<file path="src/rtl/booth_multiplier_seq.sv">
// Sequential signed radix-2 Booth multiplier with its (n+1)-bit adder/subtractor.
// Latency: start accepted at edge k -> busy k+1..k+n, done pulse and product in cycle k+n+1.
// Backpressure: start is only honoured in IDLE/DONE; requests during CALC are dropped, not queued.

// (W)-bit two's-complement adder/subtractor: out_s = in_a + in_b, or in_a - in_b when in_add_n=1.
// Latency: purely combinational.
// Backpressure: none; it has no flow control.
module booth_addsub #(
    parameter int W = 5
) (
    input  logic [W-1:0] in_a,
    input  logic [W-1:0] in_b,
    input  logic         in_add_n,
    output logic [W-1:0] out_s,
    output logic         out_cout,
    output logic         out_ovf
);

    logic [W-1:0] w_b_eff;
    logic [W:0]   w_sum;

    // Subtraction is a + ~b + 1; the carry-in is the add_n select itself.
    assign w_b_eff  = in_b ^ {W{in_add_n}};
    assign w_sum    = {1'b0, in_a} + {1'b0, w_b_eff} + {{W{1'b0}}, in_add_n};
    assign out_s    = w_sum[W-1:0];
    assign out_cout = w_sum[W];
    // Signed overflow: both effective operands share a sign that the result lost.
    assign out_ovf  = (in_a[W-1] == w_b_eff[W-1]) && (out_s[W-1] != in_a[W-1]);

endmodule

// Booth multiplier top: one add/sub/pass decision and one arithmetic shift per CALC cycle.
// Latency: n CALC cycles then one DONE cycle; back-to-back throughput one product per n+1 cycles.
// Backpressure: none downstream; out_p holds until the final CALC edge of the next operation.
module booth_multiplier_seq #(
    parameter int n = 4
) (
    input  logic           in_clk,
    input  logic           in_rst,
    input  logic           in_start,
    input  logic [n-1:0]   in_x,
    input  logic [n-1:0]   in_y,
    output logic [2*n-1:0] out_p,
    output logic           out_busy,
    output logic           out_done
);

    localparam int CW = $clog2(n + 1);
    localparam logic [CW-1:0] COUNT_INIT = CW'(n);
    localparam logic [CW-1:0] COUNT_LAST = CW'(1);

    typedef enum logic [1:0] {
        S_IDLE = 2'd0,
        S_CALC = 2'd1,
        S_DONE = 2'd2
    } state_t;

    state_t           r_state;
    // A carries one bit more than the operands so that subtracting M = -2^(n-1)
    // (i.e. adding +2^(n-1)) never wraps.
    logic [n:0]       r_a;
    logic [n-1:0]     r_q;
    logic             r_q1;
    logic [n-1:0]     r_m;
    logic [CW-1:0]    r_count;
    logic [2*n-1:0]   r_p;
    logic             r_busy;
    logic             r_done;

    logic [n:0]       w_m_ext;
    logic [n:0]       w_sum;
    logic             w_cout;
    logic             w_ovf;
    logic             w_unused;
    logic             w_do_op;
    logic [n:0]       w_a_next;
    logic [n:0]       w_a_sh;
    logic [n-1:0]     w_q_sh;
    logic             w_accept;

    // M is sign-extended into the extra A bit at the adder input.
    assign w_m_ext = {r_m[n-1], r_m};

    // Pair 10 subtracts, 01 adds; Q[0] alone therefore selects the operation.
    booth_addsub #(
        .W (n + 1)
    ) u_addsub (
        .in_a     (r_a),
        .in_b     (w_m_ext),
        .in_add_n (r_q[0]),
        .out_s    (w_sum),
        .out_cout (w_cout),
        .out_ovf  (w_ovf)
    );

    // The widened A makes carry and overflow meaningless here; they are intentionally dropped.
    assign w_unused = &{1'b0, w_cout, w_ovf};

    // Pairs 00 and 11 pass A through unchanged.
    assign w_do_op  = r_q[0] ^ r_q1;
    assign w_a_next = w_do_op ? w_sum : r_a;

    // Arithmetic right shift of {A', Q, q_1}: the sign of A' is replicated,
    // the LSB of A' moves into Q, and Q[0] drops into q_1 (handled in the FSM).
    assign w_a_sh = {w_a_next[n], w_a_next[n:1]};
    assign w_q_sh = {w_a_next[0], r_q[n-1:1]};

    // A new operation may only be accepted while not calculating.
    assign w_accept = in_start && (r_state != S_CALC);

    // Control FSM with datapath registers and registered status outputs.
    always_ff @(posedge in_clk or posedge in_rst) begin
        if (in_rst) begin
            r_state <= S_IDLE;
            r_a     <= '0;
            r_q     <= '0;
            r_q1    <= 1'b0;
            r_m     <= '0;
            r_count <= '0;
            r_p     <= '0;
            r_busy  <= 1'b0;
            r_done  <= 1'b0;
        end else begin
            unique case (r_state)
                S_IDLE, S_DONE: begin
                    r_done <= 1'b0;
                    if (w_accept) begin
                        r_a     <= '0;
                        r_q     <= in_y;
                        r_q1    <= 1'b0;
                        r_m     <= in_x;
                        r_count <= COUNT_INIT;
                        r_busy  <= 1'b1;
                        r_state <= S_CALC;
                    end else begin
                        r_busy  <= 1'b0;
                        r_state <= S_IDLE;
                    end
                end
                S_CALC: begin
                    r_a     <= w_a_sh;
                    r_q     <= w_q_sh;
                    r_q1    <= r_q[0];
                    r_count <= r_count - COUNT_LAST;
                    if (r_count == COUNT_LAST) begin
                        // Bit n of A is only a guard; the product is the low 2n bits.
                        r_p     <= {w_a_sh[n-1:0], w_q_sh};
                        r_busy  <= 1'b0;
                        r_done  <= 1'b1;
                        r_state <= S_DONE;
                    end
                end
                default: begin
                    r_busy  <= 1'b0;
                    r_done  <= 1'b0;
                    r_state <= S_IDLE;
                end
            endcase
        end
    end

    assign out_p    = r_p;
    assign out_busy = r_busy;
    assign out_done = r_done;

endmodule
</file>
<file path="config.mk">
export PLATFORM = sky130hd
export DESIGN_NAME = booth_multiplier_seq
export DESIGN_NICKNAME = d
export VERILOG_FILES = /design/src/rtl/booth_multiplier_seq.sv
export SDC_FILE = /design/constraint.sdc
export NUM_CORES = 1
export LEC_CHECK = 0
export CAP_MARGIN = 25
export CELL_PAD_IN_SITES_DETAIL_PLACEMENT = 0
export CELL_PAD_IN_SITES_GLOBAL_PLACEMENT = 1
export CORE_ASPECT_RATIO = 1.4
export CORE_UTILIZATION = 37
export DETAILED_ROUTE_END_ITERATION = 6
export PLACE_DENSITY = 0.78
export SLEW_MARGIN = 20
export SYNTH_ARGS = -nofsm -noshare
export SYNTH_HDL_FRONTEND = slang
export SYNTH_SLANG_ARGS = --single-unit
export TNS_END_PERCENT = 10
</file>
<file path="constraint.sdc">
create_clock -name in_clk -period 2.6 [get_ports in_clk]
set_clock_uncertainty 0.05 [all_clocks]
set_input_delay 0.78 -clock in_clk [delete_from_list [all_inputs] [get_ports in_clk]]
set_output_delay 0.78 -clock in_clk [all_outputs]
set_load 0.01 [all_outputs]
</file>
==> results.toml, run 1 <==
[outcome]
status = "finished, final reports clean"

[cts]
cts_resized = 0
cts_buffer_depth = 2
clock-root-buffer = "clkbuf_8"
cts_hold_buf = 0
cts.sinks = 27
insertion_delay_ns = 0.27
cts_tree = "done"
cts_setup_buffers = 0
cts_buffers = 3
path_clk_slew_ns = 0.09
htreeDepth = 1

[global_route]
grt_max_degree = 28
grt_pass1_wl_um = 4770
overflow = 0
grt_pass1_vias = 1010
track_usage = 0.167
antenna_found_initial = 0

[timing]
timing.setup.tns_ns = 0
fin_crit_sh = 0.795
fmax_ghz = 0.484
drv_slew = 0
slew_headroom = 0.603
hold_viol_final = 0
period_minus_slack_ns = 2.07
worst_slew_pin_slew_ns = 0.595
finalSetupViolations = 0
rsz0062_at_grt = "no"

[synthesis]
synth_edf_count = 0
synth.cell_area_um2 = 1340
synth_warnings = 0
avgSynthCellArea_um2 = 9.86
syn_nets = 154
synth_flop_cell = "dfrtp_1"
ys_types = 31
synth_seq_area_share = 0.504
netlist_instances = 136
synthArstFlopShare = 1.00
synth_seq_cells = 27

[pwr]
p_sw_mw = 0.990
p_int_mw = 1.37
power.leakage_nw = 0.787
p_sw_frac = 0.420
p_per_area_nw_per_um2 = 1440
p_comb_frac = 0.557
share_clk_of_total_power = 0.100
ir_drop_mv = 0.823
p_seq_frac = 0.343

[place]
place_congestion = 0.842
dp.final_hpwl_um = 2120
io_buffer_count = 20

[layout]
num-fill-cells = 314
final_cell_mix = "34 x nand2_1, 27 x dfrtp_1, 20 x clkdlybuf4s50_1"
final-seq-area_um2 = 676
n_antenna_cell = 0
post-route-util = 0.481
drive_gt1_frac = 0.0818
multi_input_area_um2 = 624
final_nets = 178
final_common_cell = "nand2_1"
syn2layout_area_growth_pct = 22.4

[drt]
routed_via_density = 5.06
drc = 0
drt_iter0_markers = 15
drtAntennaViolNets = 0
drt_first_pass_iters = 4
vias = 1007
totalWireLength_um = 2750
wire_per_inst_um = 13.8

[worst_setup_path]
crit_required_ns = 2.77
worstSetupPathType = "register to register"
crit_fanout = 8
end_kind = "register"
startpoint_type = "register"
arrival_ns = 2.23

[floorplan]
io_pins = 21
dieWidth_um = 52.9
coreArea_um2 = 3410
fp-row-count = 25
die_h_um = 73.2
dieArea_um2 = 3870
initial_core_util = 0.393

[flow_run]
maxCapViolations = 0

[min_path]
hp-class = "register to register"
worst max-delay path: stages, from the launching register on:
cell	delay, ns
dfrtp_1	0.50
mux2_4	0.34
fa_1	0.41
a211oi_1	0.24
mux2i_1	0.11
a21oi_1	0.18
mux2_2	0.17
sequential cells by signal (all words and copies together) (netlist names):
signal and cells:
out_busy 1, r_count 3, out_done 1, r_state 1
r_q 4, r_m 4, r_q1 1, out_p 8
r_a 4
final timing paths:
| path | cells after the start | startpoint | endpoint | slack (ns) |
|---|---|---|---|---|
| max | 6 | r_q[0] | out_p[7] | 0.53 |
| min | 2 | out_p[2] | out_p[2] | 0.43 |
| max reg2reg | 6 | r_q[0] | out_p[7] | 0.53 |
| min reg2reg | 2 | out_p[2] | out_p[2] | 0.43 |
| max in group asynchronous | 3 | in_rst | r_count[2] | 1.42 |
| min in group asynchronous | 3 | in_rst | out_p[0] | 0.81 |
cell type report:
class,instances,share of cell area
multi-input combinational,100,0.380
clock buffer,3,0.0252
tap,40,0.0305
inverter,4,0.00915
sequential,27,0.412
clock inverter,1,0.00305
timing repair buffer,24,0.140
Yosys cell counts, types with 2 or more instances:
cell type,count,area (um^2)
nor2b_1,2,12.5
and3_1,2,12.5
nor2_1,9,33.8
xnor2_1,2,17.5
xor2_1,5,43.8
clkbuf_1,4,15.0
ha_1,6,75.1
a21oi_1,3,15.0
o22ai_1,4,25.0
nand2_1,34,128
nand2b_1,3,18.8
o21ai_0,8,40.0
dfrtp_1,27,676
mux2i_1,3,30.0
inv_1,4,15.0
nand3_1,5,25.0
cell families (layout without fill, tap and decap cells):
family	count (synthesis)	after routing	share of synthesized area
AND/OR/NAND/NOR	60	60	0.201
flip-flops	27	27	0.504
XOR/XNOR	7	7	0.0457
multiplexers	5	5	0.0420
AO/OA/AOI/OAI	21	21	0.106
adder cells (fa/ha/maj)	7	7	0.0709
buffers and inverters	9	32	0.0308
metal layers:
layer	vias to the layer above	GRT usage	wire length [um]
met5	-	0	0
met4	0	0.0614	34
met3	4	0.0188	34
met2	8	0.276	1470
met1	493	0.223	1210
li1	502	-	-
power groups by stage:
stage	combinational [mW]	sequential, mW	clock [mW]
6_report	1.31	0.808	0.237
5_1_grt	1.48	0.845	0.258
4_1_cts	1.34	0.812	0.242
3_5_place_dp	1.33	0.819	0
3_3_place_gp	1.30	0.809	0
2_1_floorplan	0.957	0.793	0
stage by stage:
stage	instances	area [um^2]	power (mW)	setup slack (ns)	hold slack, ns
2_1_floorplan	136	1340	1.75	0.709	0.412
3_3_place_gp	195	1600	2.11	0.531	0.411
3_5_place_dp	195	1600	2.15	0.532	0.411
4_1_cts	199	1640	2.39	0.515	0.435
5_1_grt	199	1640	2.58	0.373	0.472
6_report	199	1640	2.36	0.534	0.431
No activity file was read; power rests on OpenSTA's default activity.
==> run 2, diff against run 1 <==
- clock period: 2.6 -> 2.1 ns (I/O delays scaled with it)
==> run 2 against run 1 <==
  * Sequential power up 22%
  * Sequential share of layout area decreased by 0.51 points
  * Wire length increased by 2.5%
  * Critical path depth stayed put
  * Global-route usage rose by 0.36 points
  * Count of clock-buffer cells in the layout is the same
  * Total power grew 26%
  * Fmax increased by 4.8%
  * Final area rose by 1.4%
  * Utilization grew 0.70 points
  * Via count grew 0.99%
==> results.toml, run 2 (synthesis results as in run 1) <==
[floorplan]
die_h_um = 73.2
dieWidth_um = 52.9
dieArea_um2 = 3870
io_pins = 21
initial_core_util = 0.393
fp-row-count = 25
coreArea_um2 = 3410

[cts]
cts_buffers = 3
cts_tree = "done"
path_clk_slew_ns = 0.09
cts.sinks = 27
cts_setup_buffers = 0
insertion_delay_ns = 0.27
cts_buffer_depth = 2
htreeDepth = 1
clock-root-buffer = "clkbuf_8"

[pwr]
power.leakage_nw = 0.800
p_comb_frac = 0.570
ir_drop_mv = 1.06
share_clk_of_total_power = 0.099
p_sw_frac = 0.419
p_sw_mw = 1.25
p_int_mw = 1.73
p_per_area_nw_per_um2 = 1790
p_seq_frac = 0.331

[layout]
drive_gt1_frac = 0.105
final_common_cell = "nand2_1"
num-fill-cells = 316
n_antenna_cell = 0
largest_reg_flops = 8
final_cell_mix = "34 x nand2_1, 26 x dfrtp_1, 20 x clkdlybuf4s50_1"
post-route-cell-area_um2 = 1670
syn2layout_area_growth_pct = 24.2
final_nets = 181
instances_no_fill = 202

[timing]
drv_slew = 0
slew_headroom = 0.677
hold_viol_final = 0
finalSetupViolations = 0
timing.setup.tns_ns = 0
fmax_ghz = 0.507
period_minus_slack_ns = 1.97
fin_crit_sh = 0.938
worst_slew_pin_slew_ns = 0.484
hold_ws_ns = 0.431
rsz0062_at_grt = "no"

[min_path]
whs_path_depth = 2
hp-class = "register to register"

[place]
dp.final_hpwl_um = 2160
place_congestion = 0.871
io_buffer_count = 20
post_dp_cell_area_um2 = 1620
placed_cells = 198

[outcome]
status = "finished, final reports clean"

[global_route]
grt_max_degree = 28
overflow = 0
grt_pass1_vias = 1047
track_usage = 0.171
antenna_found_initial = 0
grt_pass1_wl_um = 4780

[drt]
drc = 0
wire_per_inst_um = 13.9
drt_first_pass_iters = 4
drtAntennaViolNets = 0
routed_via_density = 5.03
vias = 1017
totalWireLength_um = 2820
drt_iter0_markers = 19

[worst_setup_path]
crit_fanout = 5
rr_worst_depth = 6
startpoint_type = "register"
crit_required_ns = 2.27
worstSetupPathType = "register to register"
end_kind = "register"
arrival_ns = 2.14

[flow_run]
maxCapViolations = 0
==> run 2: layout make-up <==
| class | instances | area, um^2 | share of cell area |
|---|---|---|---|
| multi-input combinational | 100 | 624 | 0.375 |
| clock inverter | 1 | 5.00 | 0.00301 |
| sequential | 27 | 677 | 0.406 |
| tap | 40 | 50.0 | 0.0301 |
| timing repair buffer | 27 | 253 | 0.152 |
| clock buffer | 3 | 41.3 | 0.0248 |
| inverter | 4 | 15.0 | 0.00902 |
==> run 2: worst paths after layout <==
check,start,end,slack (ns)
min,out_p[2],out_p[2],0.43
min in group asynchronous,in_rst,out_p[1],0.65
max in group asynchronous,in_rst,r_q[0],1.07
max,r_q[0],out_p[7],0.13
max reg2reg,r_q[0],out_p[7],0.13
min reg2reg,out_p[2],out_p[2],0.43
==> run 2: layer usage <==
metal  wire length (um)  track usage  up-vias
li1                   -            -      508
met1               1200        0.217      492
met2               1510        0.284       12
met3                 57       0.0271        5
met4                 50       0.0702        0
met5                  0            0        -
==> run 2: metrics by stage <==
step                worst slack, ns  utilization  power [mW]
floorplan                     0.209            -        2.17
global placement              0.167        0.474        2.66
detailed placement            0.163        0.474        2.69
CTS                           0.118        0.488        3.00
global route                0.00646        0.488        3.24
finish                        0.129        0.488        2.98
==> run 2: repair_timing <==
action,in CTS,in global routing
endpoints found under the hold margin,0,0
gates resized for setup,0,1
endpoints found under the setup margin,0,1
hold buffers,0,0
==> run 2: power by group through the flow <==
| stage | Clock [mW] | Sequential [mW] | Combinational (mW) |
|---|---|---|---|
| 2_1_floorplan | 0 | 0.981 | 1.18 |
| 3_5_place_dp | 0 | 0.994 | 1.69 |
| 3_3_place_gp | 0 | 0.988 | 1.67 |
| 5_1_grt | 0.322 | 1.02 | 1.89 |
| 4_1_cts | 0.304 | 0.985 | 1.71 |
| 6_report | 0.295 | 0.985 | 1.70 |
==> run 2: critical path, cell delays in order, from the launching register on <==
cell      delay, ns
dfrtp_2        0.46
mux2_4         0.31
fa_1           0.41
a211oi_1       0.23
mux2i_1        0.11
a21oi_1        0.18
mux2_2         0.17
